===== src/rtl/mips_pkg.sv =====
// Shared definitions for the instruction-memory loader: FSM state
// encoding, default text-segment base and instruction word width.
package mips_pkg;

  localparam logic [31:0] TEXT_BASE_DEFAULT = 32'h0000_3000;
  localparam int unsigned IM_WORD_W         = 32;

  typedef enum logic [1:0] {
    ST_IDLE  = 2'd0,
    ST_RECV  = 2'd1,
    ST_WRITE = 2'd2,
    ST_DONE  = 2'd3
  } load_state_e;

  // Shift one byte into the low end of a word; the first byte of a word
  // ends up in the most-significant position after four shifts.
  function automatic logic [IM_WORD_W-1:0] shift_in_byte(
    input logic [IM_WORD_W-1:0] word,
    input logic [7:0]           b
  );
    return {word[IM_WORD_W-9:0], b};
  endfunction

endpackage


===== src/rtl/imem_loader_if.sv =====
// Byte-stream input and instruction-memory write port of the loader.
// The loader side uses the slave modport, the stream source / memory
// side uses the master modport.
interface imem_loader_if
  import mips_pkg::*;
#(
  parameter int unsigned ADDR_W = 10
) ();

  logic [7:0]           s_data;
  logic                 s_valid;
  logic                 s_ready;
  logic                 im_we;
  logic [ADDR_W-1:0]    im_addr;
  logic [IM_WORD_W-1:0] im_wdata;

  modport master (
    output s_data,
    output s_valid,
    input  s_ready,
    input  im_we,
    input  im_addr,
    input  im_wdata
  );

  modport slave (
    input  s_data,
    input  s_valid,
    output s_ready,
    output im_we,
    output im_addr,
    output im_wdata
  );

endinterface


===== src/rtl/imem_loader_byte_packer.sv =====
// Four-byte shift register with a 2-bit byte counter. word_ready flags
// the handshake that completes a word (the fourth byte).
module byte_packer
  import mips_pkg::*;
(
  input  logic                 clk,
  input  logic                 rst,
  input  logic                 clr,
  input  logic                 shift_en,
  input  logic [7:0]           byte_in,
  output logic [IM_WORD_W-1:0] word_o,
  output logic                 word_ready
);

  logic [1:0]           cnt_q, cnt_d;
  logic [IM_WORD_W-1:0] shreg_q, shreg_d;

  // Next-state: clear at the start of a load, shift on each accepted byte.
  always_comb begin
    cnt_d   = cnt_q;
    shreg_d = shreg_q;
    if (clr) begin
      cnt_d   = 2'd0;
      shreg_d = {IM_WORD_W{1'b0}};
    end else if (shift_en) begin
      cnt_d   = cnt_q + 2'd1;
      shreg_d = shift_in_byte(shreg_q, byte_in);
    end else begin
      cnt_d   = cnt_q;
      shreg_d = shreg_q;
    end
  end

  // Counter and shift register flops with synchronous reset.
  always_ff @(posedge clk) begin
    if (rst) begin
      cnt_q   <= 2'd0;
      shreg_q <= {IM_WORD_W{1'b0}};
    end else begin
      cnt_q   <= cnt_d;
      shreg_q <= shreg_d;
    end
  end

  assign word_o     = shreg_q;
  assign word_ready = shift_en && (cnt_q == 2'd3);

endmodule


===== src/rtl/imem_loader.sv =====
// Loads a program from a byte stream into the instruction memory, one
// 32-bit word per write, and holds the CPU in reset until a complete
// program has been written.
module imem_loader
  import mips_pkg::*;
#(
  parameter int unsigned ADDR_W    = 10,
  parameter logic [31:0] TEXT_BASE = TEXT_BASE_DEFAULT
) (
  input  logic              clk,
  input  logic              rst,
  input  logic              start,
  input  logic [ADDR_W:0]   word_count,
  imem_loader_if.slave      bus,
  output logic              cpu_rst,
  output logic              busy,
  output logic              done,
  output logic [31:0]       base_addr
);

  // Largest load the memory can hold; larger requests are clamped so the
  // word index never wraps inside a single load.
  localparam logic [ADDR_W:0] MAX_WORDS = {1'b1, {ADDR_W{1'b0}}};
  localparam logic [ADDR_W:0] ONE_WORD  = {{ADDR_W{1'b0}}, 1'b1};

  load_state_e          state_q, state_d;
  logic [ADDR_W:0]      count_q, count_d;
  logic [ADDR_W:0]      word_idx_q, word_idx_d;
  logic                 loaded_q, loaded_d;
  logic                 clr_s;
  logic                 shift_en_s;
  logic                 word_ready_s;
  logic [IM_WORD_W-1:0] word_s;

  assign shift_en_s = (state_q == ST_RECV) && bus.s_valid;

  byte_packer u_packer (
    .clk        (clk),
    .rst        (rst),
    .clr        (clr_s),
    .shift_en   (shift_en_s),
    .byte_in    (bus.s_data),
    .word_o     (word_s),
    .word_ready (word_ready_s)
  );

  // Next-state and datapath update for the load sequencer.
  always_comb begin
    state_d    = state_q;
    count_d    = count_q;
    word_idx_d = word_idx_q;
    loaded_d   = loaded_q;
    clr_s      = 1'b0;
    case (state_q)
      ST_IDLE: begin
        if (start) begin
          clr_s      = 1'b1;
          word_idx_d = {(ADDR_W+1){1'b0}};
          count_d    = (word_count > MAX_WORDS) ? MAX_WORDS : word_count;
          if (word_count == {(ADDR_W+1){1'b0}}) begin
            state_d = ST_DONE;
          end else begin
            state_d = ST_RECV;
          end
        end else begin
          state_d = ST_IDLE;
        end
      end
      ST_RECV: begin
        if (word_ready_s) begin
          state_d = ST_WRITE;
        end else begin
          state_d = ST_RECV;
        end
      end
      ST_WRITE: begin
        word_idx_d = word_idx_q + ONE_WORD;
        if ((word_idx_q + ONE_WORD) == count_q) begin
          state_d = ST_DONE;
        end else begin
          state_d = ST_RECV;
        end
      end
      ST_DONE: begin
        loaded_d = 1'b1;
        state_d  = ST_IDLE;
      end
      default: begin
        state_d = ST_IDLE;
      end
    endcase
  end

  // Sequencer state, latched word count, word index and loaded flag.
  always_ff @(posedge clk) begin
    if (rst) begin
      state_q    <= ST_IDLE;
      count_q    <= {(ADDR_W+1){1'b0}};
      word_idx_q <= {(ADDR_W+1){1'b0}};
      loaded_q   <= 1'b0;
    end else begin
      state_q    <= state_d;
      count_q    <= count_d;
      word_idx_q <= word_idx_d;
      loaded_q   <= loaded_d;
    end
  end

  // All outputs are decoded from registered state only.
  assign bus.s_ready  = (state_q == ST_RECV);
  assign bus.im_we    = (state_q == ST_WRITE);
  assign bus.im_addr  = word_idx_q[ADDR_W-1:0];
  assign bus.im_wdata = word_s;
  assign busy         = (state_q != ST_IDLE);
  assign done         = (state_q == ST_DONE);
  assign cpu_rst      = ~loaded_q | busy;
  assign base_addr    = TEXT_BASE;

endmodule


===== src/flat_wrapper.sv =====
// flat-port wrapper written by rule: the top's interface ports become plain ports
module imem_loader_flat import mips_pkg::*;
#(
  parameter int unsigned ADDR_W    = 10,
  parameter logic [31:0] TEXT_BASE = TEXT_BASE_DEFAULT
)
  (clk, rst, start, word_count, cpu_rst, busy, done, base_addr, bus_s_data, bus_s_valid, bus_s_ready, bus_im_we, bus_im_addr, bus_im_wdata);
  imem_loader_if #(.ADDR_W(ADDR_W)) bus_i ();
  input  logic clk;
  input  logic rst;
  input  logic start;
  input  logic [ADDR_W:0] word_count;
  output logic cpu_rst;
  output logic busy;
  output logic done;
  output logic [31:0] base_addr;
  input wire logic [$bits(bus_i.s_data)-1:0] bus_s_data;
  input wire logic [$bits(bus_i.s_valid)-1:0] bus_s_valid;
  output wire logic [$bits(bus_i.s_ready)-1:0] bus_s_ready;
  output wire logic [$bits(bus_i.im_we)-1:0] bus_im_we;
  output wire logic [$bits(bus_i.im_addr)-1:0] bus_im_addr;
  output wire logic [$bits(bus_i.im_wdata)-1:0] bus_im_wdata;
  assign bus_i.s_data = bus_s_data;
  assign bus_i.s_valid = bus_s_valid;
  assign bus_s_ready = bus_i.s_ready;
  assign bus_im_we = bus_i.im_we;
  assign bus_im_addr = bus_i.im_addr;
  assign bus_im_wdata = bus_i.im_wdata;
  imem_loader #(.ADDR_W(ADDR_W), .TEXT_BASE(TEXT_BASE)) u_core (.clk(clk), .rst(rst), .start(start), .word_count(word_count), .bus(bus_i), .cpu_rst(cpu_rst), .busy(busy), .done(done), .base_addr(base_addr));
endmodule

===== config.mk =====
export PLATFORM = sky130hd
export DESIGN_NAME = imem_loader_flat
export DESIGN_NICKNAME = d
export VERILOG_FILES = /design/src/rtl/mips_pkg.sv /design/src/rtl/imem_loader_if.sv /design/src/rtl/imem_loader_byte_packer.sv /design/src/rtl/imem_loader.sv /design/src/flat_wrapper.sv
export SDC_FILE = /design/constraint.sdc
export NUM_CORES = 1
export LEC_CHECK = 0
export CAP_MARGIN = 0
export CORE_MARGIN = 8
export CORE_UTILIZATION = 42
export DETAILED_ROUTE_END_ITERATION = 8
export GPL_ROUTABILITY_DRIVEN = 0
export PLACE_DENSITY = 0.77
export SLEW_MARGIN = 20
export SYNTH_ARGS = -nofsm -noshare
export SYNTH_HDL_FRONTEND = slang
export SYNTH_HIERARCHICAL = 1
export SYNTH_SLANG_ARGS = --single-unit
export TNS_END_PERCENT = 30

===== constraint.sdc =====
create_clock -name clk -period 1.6 [get_ports clk]
set_input_delay 0.16 -clock clk [delete_from_list [all_inputs] [get_ports clk]]
set_output_delay 0.16 -clock clk [all_outputs]
set_load 0.005 [all_outputs]

# --- After elaboration in Yosys (flattened, before gate mapping) ---
# Index checks and enable logic that the tools add are counted.
# W data, S select, Z words.
classes:
  n_reduce_logical: 9
  magnitude_cmp: 1
  eq_ne: 6
  addsub: 2
  n_mux: 10
  bitwise_logic: 2
ops:
  columns: ["cell", "n"]
  rows:
  - ["$mux W11", 2]
  - ["$pmux W11 S2", 1]
  - ["$add A11 B1 Y11 const B", 1]
  - ["$eq A11 B11 Y1", 1]
  - ["$gt A11 B11 Y1 const B", 1]
  - ["$logic_not A11 Y1", 1]
  - ["$mux W2", 4]
  - ["$pmux W2 S4", 1]
  - ["$eq A2 B2 Y1 const B", 3]
  - ["$reduce_and A2 Y1", 2]
  - ["$reduce_bool A2 Y1", 2]
  - ["$add A2 B1 Y2 const B", 1]
  - ["$eq A2 B1 Y1 const B", 1]
  - ["$logic_and A1 B1 Y1", 2]
  - ["$logic_not A2 Y1", 1]
  - ["$mux W1", 2]
  - ["$ne A2 B2 Y1 const B", 1]
  - ["$reduce_or A2 Y1", 1]
  - ["$not A1 Y1", 1]
  - ["$or A1 B1 Y1", 1]
word_totals:
  regBits: 59
  word_cells: 36
  input_bits: 23
  output_inout_bits: 79

# --- Longest topological paths before layout ---
# Gate-level depths: netlist of the first run.
logic_depth:
  depth_word: 5
  mapped_depth: 8
  ltp_nobuf: 6

# --- By module ---
# Netlist of the first run, hierarchy kept.
modules_own_cells:
  columns: ["module", "instances", "seq_area_each_um2", "area_per_inst_um2", "cells_per_inst"]
  rows:
  - ["imem_loader", 1, 500.5, 1805.5, 233]
  - ["byte_packer", 1, 680.7, 1276.2, 113]

# --- Least setup slack after synthesis of the first run ---
# OpenSTA, ideal clock, no wires.
synth_path:
  path_type: "reg2reg"
  startpoint: "register u_core.word_idx_q[1]"
  endpoint: "register u_core.word_idx_q[10]"
  setup_ns: 0.070
  n_path_buf: 1
  setup_slack_ns: -0.094
  synth_period_minus_slack_ns: 1.694
  stages_incl_launch_ff: 7
  arrival_ns: 1.624
  t_required_ns: 1.530
  path_cell_list: "dfxtp_1 > ha_1 > and3_1 > buf_6 > nand3_4 > or4_1 > a21oi_1"
synth_between:
  elab_chain_cells: 2
synth_rtl:
  columns: ["item", "line", "source"]
  rows:
  - ["start: declaration", "imem_loader.sv:28", "logic [ADDR_W:0] word_idx_q, word_idx_d;"]
  - ["start signal: assignment", "imem_loader.sv:99", "word_idx_q <= {(ADDR_W+1){1'b0}};"]
  - ["start signal: assignment", "imem_loader.sv:104", "word_idx_q <= word_idx_d;"]
  - ["$add A11 B1 Y11", "imem_loader.sv:77", "word_idx_d = word_idx_q + ONE_WORD;"]
  - ["$pmux W11 S2", "imem_loader.sv:54", "case (state_q)"]
# No other way between the ends.
# A chain may end at the register's enable or synchronous reset.

# --- Worst setup path in the final report of the first run ---
layout_path:
  startpoint: "register u_core.state_q[1]"
  endpoint: "output done"
layout_between:
  elab_chain_cells: 1
layout_rtl:
  columns: ["item", "line", "source"]
  rows:
  - ["start: declaration", "imem_loader.sv:26", "load_state_e state_q, state_d;"]
  - ["start signal: assignment", "imem_loader.sv:102", "state_q <= state_d;"]
  - ["$eq A2 B2 Y1", "imem_loader.sv:115", "assign done = (state_q == ST_DONE);"]
  - ["end: declaration", "flat_wrapper.sv:15", "output logic done;"]
# No other way between the ends.

==> metrics.md, run 1 <==
| Metric | Value |
|---|---|
| Status | completed |
| Clock buffer depth | 2 |
| Arrival @ worst endpoint | 1.37 ns |
| Initial antenna violation count | 0 |
| Overflow after GRT | 0 |
| Clk_lat worst skew | 0.32 ns |
| Leading cell type in the layout, fill and taps excluded | clkdlybuf4s50_1 |
| Die area | 10300 µm² |
| Asr flop ratio synth | 0% |
| Cell Area, Synth | 3080 µm² |
| WP buf/inv | 1 |
| Number of synthesized flops with an enable pin | 0 |
| Starting Density | 42.9% |
| Placed Area | around 3800 µm² |
| Top FF cell, synth | dfxtp_1 |
| Kind of critical path | register to output pin |
| Die height | 102 µm |
| Area growth, synth to finish | 30.2% |
| CTS Sinks | 59 |
| ANT cells | 0 |
| CP required | 1.44 ns |
| Peak Freq | 652 MHz |
| Crit path max-delay family | buffers and inverters |
| Critical Path Fanout Max | 6 |
| Number of global-route vias before repair | between 2000 and 2500 |
| Fin Setup TNS | 0 ns |
| Core Area | 7180 µm² |
| Synth warnings | 6 |
| Layout cell share with drive strength beyond 1 | between 15 and 20% |
| Largest family of logic cells by synthesized area | simple AND/OR/NAND/NOR gates |
| Clock H-tree levels | 3 |
| Hold-fix buffers, CTS | 0 |
| Nets@finish | 446 |
| Num rows | 31 |
| CTS tree | built |
| Iteration-0 DRC Markers | 84 |
| Most frequent cells in the layout | clkdlybuf4s50_1, nor2_1, dfxtp_1 |
| WL/cell | between 10 and 15 µm |
| Critical path startpoint category | register |
| Pwr dens | 789 nW/µm² |
| Synth Area per Inst | 8.91 µm² |
| Maximum vdd drop | 545 µV |
| Synth Area in XOR/XNOR | 3.69% |
| Crit-path slowest cell | clkdlybuf4s50_1 |
| CTS clk-pin slew, worst paths | approximately 0.07 ns |
| Worst reg2reg setup slack | approximately 0.080 ns |
| Post-synthesis cell count | about 350 |
| Total Power | 3.17 mW |
| Die span in x | 102 µm |
| Period utilization | 95.9% |
| CP peak stage delay | 0.50 ns |
| Post-Route WL | 7180 µm |
| Fin Clk Skew | about 0.0046 ns |
| Final instance area | 4010 µm² |
| Final critical-path required period | about 1.5 ns |
| Register area share after synthesis | 38.3% |
| IO buf count | 69 |
| TritonRoute pass-1 iters | 4 |
| #FFs+latches synth | 59 |
| Critical-path cell list | and2_1 > clkdlybuf4s50_1 |
| Routed vias/inst | 4.73 |
| Boundary Pins | 102 |
| Post-DP HPWL | between 5000 and 6000 µm |
| Post-route DRC | 0 |
| Largest net degree at the start of global routing | 35 |
| CP Capture Type | output pin |
| Count of final setup violators | 0 |
| Simple-gate share of the synthesized area | 18.8% |
| Post-synthesis adder-cell area fraction | 0.812% |
| Gr usage total | 13.6% |
| Leak Pwr | between 1.5 and 2 nW |
| Vias | about 2500 |
| Max-capacitance violation count | 0 |
| Root buffer cell | clkbuf_8 |
| Final Slew Violations | 0 |
| Library cells used by synthesis | 49 |
| Post-synthesis compound-gate area fraction | 9.38% |
| Global-route wire length before repair | 11100 µm |
| HP Class | primary input to register |
| Mux cell area share after synthesis | a little under an eighth |
| Final count of hold timing violations | 0 |
| Antenna-violating nets left | 0 |
| Total CTS buffers | 9 |
==> timing repair <==
action	CTS	global route
setup endpoints to repair	5	5
pin swaps	0	1
setup buffers	1	0
resized for setup	12	7
==> synthesized netlist by cell type, drive strengths merged (4+ instances only) <==
cell / n / share of area [%]
a21oi: 21 / 3.4
a22oi: 4 / 0.97
buf: 56 / 15
clkbuf: 7 / 1.2
dfxtp: 59 / 38
mux2i: 34 / 11
nand2: 15 / 1.8
nand3: 6 / 1.4
nor2: 66 / 8.4
nor3b: 8 / 1.9
nor4: 4 / 0.81
o21ai: 7 / 1.1
xnor2: 7 / 2.0
xor2: 6 / 1.7
==> layer usage <==
layer / track usage (%) / share of wire (%)
met1: 16.0 / 44
met2: 21.8 / 46
met3: 4.40 / 7.5
met4: 6.87 / 1.9
met5: 0 / 0
==> final timing paths <==
kind,from,endpoint,cells after the start
setup / recovery,u_core/state_q[1],done,2
hold / removal,bus_s_data[1],u_core/u_packer/word_o[1],3
setup reg to reg,u_core/word_idx_q[0],u_core/state_q[1],7
hold reg to reg,u_core/loaded_q,u_core/loaded_q,2
==> worst register-to-register path, stage by stage (launching register included) <==
cell and delay (ns):
dfxtp_4 0.38, buf_4 0.13, nand4_1 0.13, buf_4 0.18, nor2_1 0.18, o21a_1 0.18, o2111ai_1 0.12, o22ai_1 0.15
==> power by group <==
group	switching (mW)	internal, mW	leakage, nW
logic	0.154	0.158	0.949
registers	0.0186	1.48	0.480
clock network	0.590	0.761	0.0987
==> kinds of logic after synthesis <==
logic type,after synthesis
simple gates,120
buf+inv,68
flops,59
compound gates,47
mux,35
xor+xnor,13
fa+ha+maj,2
other cells,2
==> sequential cells by signal, summed over array words and instances (netlist names) <==
| name | flops |
|---|---|
| u_core/count_q | 11 |
| u_core/u_packer/cnt_q | 2 |
| u_core/word_idx_q | 11 |
| u_core/state_q | 2 |
| u_core/loaded_q | 1 |
| u_core/u_packer/word_o | 32 |
==> cell type report <==
cell class                 instances  area (µm²)
fill                             634        3160
clock buffer                      10         138
clock inverter                     6        63.8
tap                               99         124
inverter                           3        11.3
multi-input combinational        249        1530
sequential                        59        1200
timing repair buffer              99         951
==> per-stage QoR <==
| step | hold slack (ns) | worst slack, ns | cells | utilization [%] |
|---|---|---|---|---|
| 2_1_floorplan | 0.307 | 0.0304 | 376 | - |
| 3_3_place_gp | 0.449 | -0.144 | 508 | 52.3 |
| 3_5_place_dp | 0.459 | -0.177 | 508 | 52.3 |
| 4_1_cts | 0.441 | 0.0274 | 525 | 55.6 |
| 5_1_grt | 0.450 | -0.0136 | 525 | 55.9 |
| 6_report | 0.453 | 0.0655 | 525 | 55.9 |
No activity file was read; power rests on OpenSTA's default activity.
==> run 2: changes to the inputs <==
--- a/config.mk
+++ b/config.mk
@@ -5,7 +5,6 @@
 export SDC_FILE = /design/constraint.sdc
 export NUM_CORES = 1
 export LEC_CHECK = 0
-export CAP_MARGIN = 0
 export CORE_MARGIN = 8
 export CORE_UTILIZATION = 42
 export DETAILED_ROUTE_END_ITERATION = 8
==> results of run 2 <==
Same layout as run 1: the final DEF is identical, and so are final timing and power.
==> run 3: changes to the inputs <==
--- a/config.mk
+++ b/config.mk
@@ -10,6 +10,7 @@
 export DETAILED_ROUTE_END_ITERATION = 8
 export GPL_ROUTABILITY_DRIVEN = 0
 export PLACE_DENSITY = 0.77
+export SKIP_LAST_GASP = 1
 export SLEW_MARGIN = 20
 export SYNTH_ARGS = -nofsm -noshare
 export SYNTH_HDL_FRONTEND = slang
==> run 3 against run 2 <==
Effect of this change: core utilization down 0.17 points; highest routed layer unchanged; worst setup slack worse by 0.039 ns; first-iteration DRC count down 27%; clock power about the same; global-route usage unchanged; flip-flop and latch count unchanged; critical endpoint unchanged; die area unchanged; routed wire length about the same.
==> metrics.md, run 3 (same netlist as run 1, synthesis figures left out) <==
| Metric | Value |
|---|---|
| Nets@finish | 446 (unchanged) |
| Iteration-0 DRC Markers | 61 (-27%) |
| P_int | 2.40 mW (about the same) |
| Net Sw Frac | 24.1% (-0.030 points) |
| Largest register FFs | 32 (unchanged) |
| Crit-path slowest cell | clkdlybuf4s50_1 |
| Period utilization | 98.4% (+2.4 points) |
| Max-capacitance violation count | 0 (unchanged) |
| Post-route DRC | 0 (unchanged) |
| Critical path startpoint category | register |
| Post-DP HPWL | 5480 µm (unchanged) |
| Number of global-route vias before repair | 2363 (+0.13%) |
| Kind of critical path | register to output pin |
| Vias | 2467 (-0.56%) |
| Overflow after GRT | 0 (unchanged) |
| CTS clk-pin slew, worst paths | 0.07 ns (about the same) |
| Critical Path Fanout Max | 6 (unchanged) |
| Crit path max-delay family | buffers and inverters |
| TritonRoute pass-1 iters | 5 (+1) |
| Die area | 10300 µm² (unchanged) |
| Psw | 0.762 mW (-0.12%) |
| Die height | 102 µm (unchanged) |
| Clk_lat worst skew | 0.32 ns (about the same) |
| Layout cell share with drive strength beyond 1 | 14.6% (-0.70 points) |
| Area growth, synth to finish | 29.8% |
| WL/cell | 13.7 µm (about the same) |
| Comb pwr share | 9.8% (about the same) |
| Hold-fix buffers, CTS | 0 (unchanged) |
| Maximum vdd drop | 544 µV (-0.24%) |
| Routed vias/inst | 4.70 (-0.56%) |
| Largest net degree at the start of global routing | 35 (unchanged) |
| Starting Density | 42.9% (unchanged) |
| Die span in x | 102 µm (unchanged) |
| Arrival @ worst endpoint | 1.41 ns (+0.04 ns) |
| WP buf/inv | 1 (unchanged) |
| Final count of hold timing violations | 0 (unchanged) |
| Total Power | 3.17 mW (about the same) |
| HP Class | primary input to register |
| Gr usage total | 13.6% (unchanged) |
| Peak Freq | 635 MHz (-2.5%) |
| Clock share of power | 42.7% (about the same) |
| Initial antenna violation count | 0 (unchanged) |
| Core Area | 7180 µm² (unchanged) |
| Leading cell type in the layout, fill and taps excluded | clkdlybuf4s50_1 |
| Final critical-path required period | 1.57 ns (+0.0391 ns) |
| Pwr dens | 791 nW/µm² (+0.31%) |
| CP Capture Type | output pin |
| Clock H-tree levels | 3 (unchanged) |
| CTS tree | built |
| Total CTS buffers | 9 (unchanged) |
| Most frequent cells in the layout | clkdlybuf4s50_1, nor2_1, dfxtp_1 |
| Antenna-violating nets left | 0 (unchanged) |
| Final Slew Violations | 0 (unchanged) |
| CP required | 1.44 ns (about the same) |
| Boundary Pins | 102 (unchanged) |
| Clock buffer depth | 2 (unchanged) |
| CP peak stage delay | 0.50 ns (about the same) |
| ANT cells | 0 (unchanged) |
| FILL cells | 636 (+0.32%) |
| CTS Sinks | 59 (unchanged) |
| Num rows | 31 (unchanged) |
| Sequential share of power | 47.5% (about the same) |
| Leak Pwr | 1.54 nW (+0.72%) |
| Root buffer cell | clkbuf_8 |
| Post-Route WL | 7180 µm (about the same) |
| Global-route wire length before repair | 11200 µm (about the same) |
| Critical-path cell list | and2_1 > clkdlybuf4s50_1 |
| Count of final setup violators | 0 (unchanged) |
| IO buf count | 69 (unchanged) |
| Hold slack | 0.454 ns (+0.000981 ns) |
| Status | completed |
| RSZ-0062 raised after global routing | yes |
| Post-layout util | 55.8% (-0.17 points) |
| Fin Clk Skew | 0.00433 ns (-0.000249 ns) |
## run 3: routing by layer
layer | GRT usage [%] | wire length (µm)
met1 | 16.0 | 3150
met2 | 21.8 | 3340
met3 | 4.40 | 569
met4 | 6.87 | 117
met5 | 0 | 0
## run 3: power by group through the flow
stage | combinational, mW | sequential, mW | clock [mW]
after global routing | 0.339 | 1.51 | 1.45
after CTS | 0.307 | 1.51 | 1.39
after detailed placement | 0.304 | 1.54 | 0
after floorplan | 0.256 | 1.54 | 0
final | 0.310 | 1.50 | 1.35
after global placement | 0.300 | 1.54 | 0
## run 3: worst paths after layout
path,cells past startpoint,startpoint,slack (ns),to
min reg2reg,2,u_core/loaded_q,0.47,u_core/loaded_q
max reg2reg,5,u_core/state_q[0],0.04,u_core/state_q[1]
max,2,u_core/state_q[1],0.03,done
min,3,bus_s_data[1],0.45,u_core/u_packer/word_o[1]
## run 3: layout make-up
class	count	area (µm²)	area share, %
multi-input cells	249	1520	37.9
flip-flops and latches	59	1190	29.8
clock buffers	10	138	3.44
repair buffers	99	955	23.9
inverters	3	11.3	0.281
clock inverters	6	63.8	1.59
well taps	99	124	3.10
## run 3: through the flow
step / setup TNS (ns) / cell area, µm² / setup WS [ns] / cells
after floorplan: 0 / 3210 / 0.0304 / 376
after global placement: -2.83 / 3750 / -0.144 / 508
after detailed placement: -4.33 / 3750 / -0.177 / 508
after CTS: -0.0401 / 3980 / -0.0198 / 525
after global routing: -0.201 / 4000 / -0.0478 / 525
final: 0 / 4000 / 0.0264 / 525
## run 3: worst register-to-register path: stages, from the launching register on
cell,delay [ns]
dfxtp_4,0.36
or3b_1,0.42
buf_4,0.23
nor3_1,0.25
a21oi_1,0.07
o22ai_1,0.15
## run 3: repair_timing
action / 4_1_cts / 5_1_grt
pin swaps: 0 / 1
gates resized for setup: 9 / 6
setup endpoints to repair: 5 / 8
setup buffers: 1 / 0
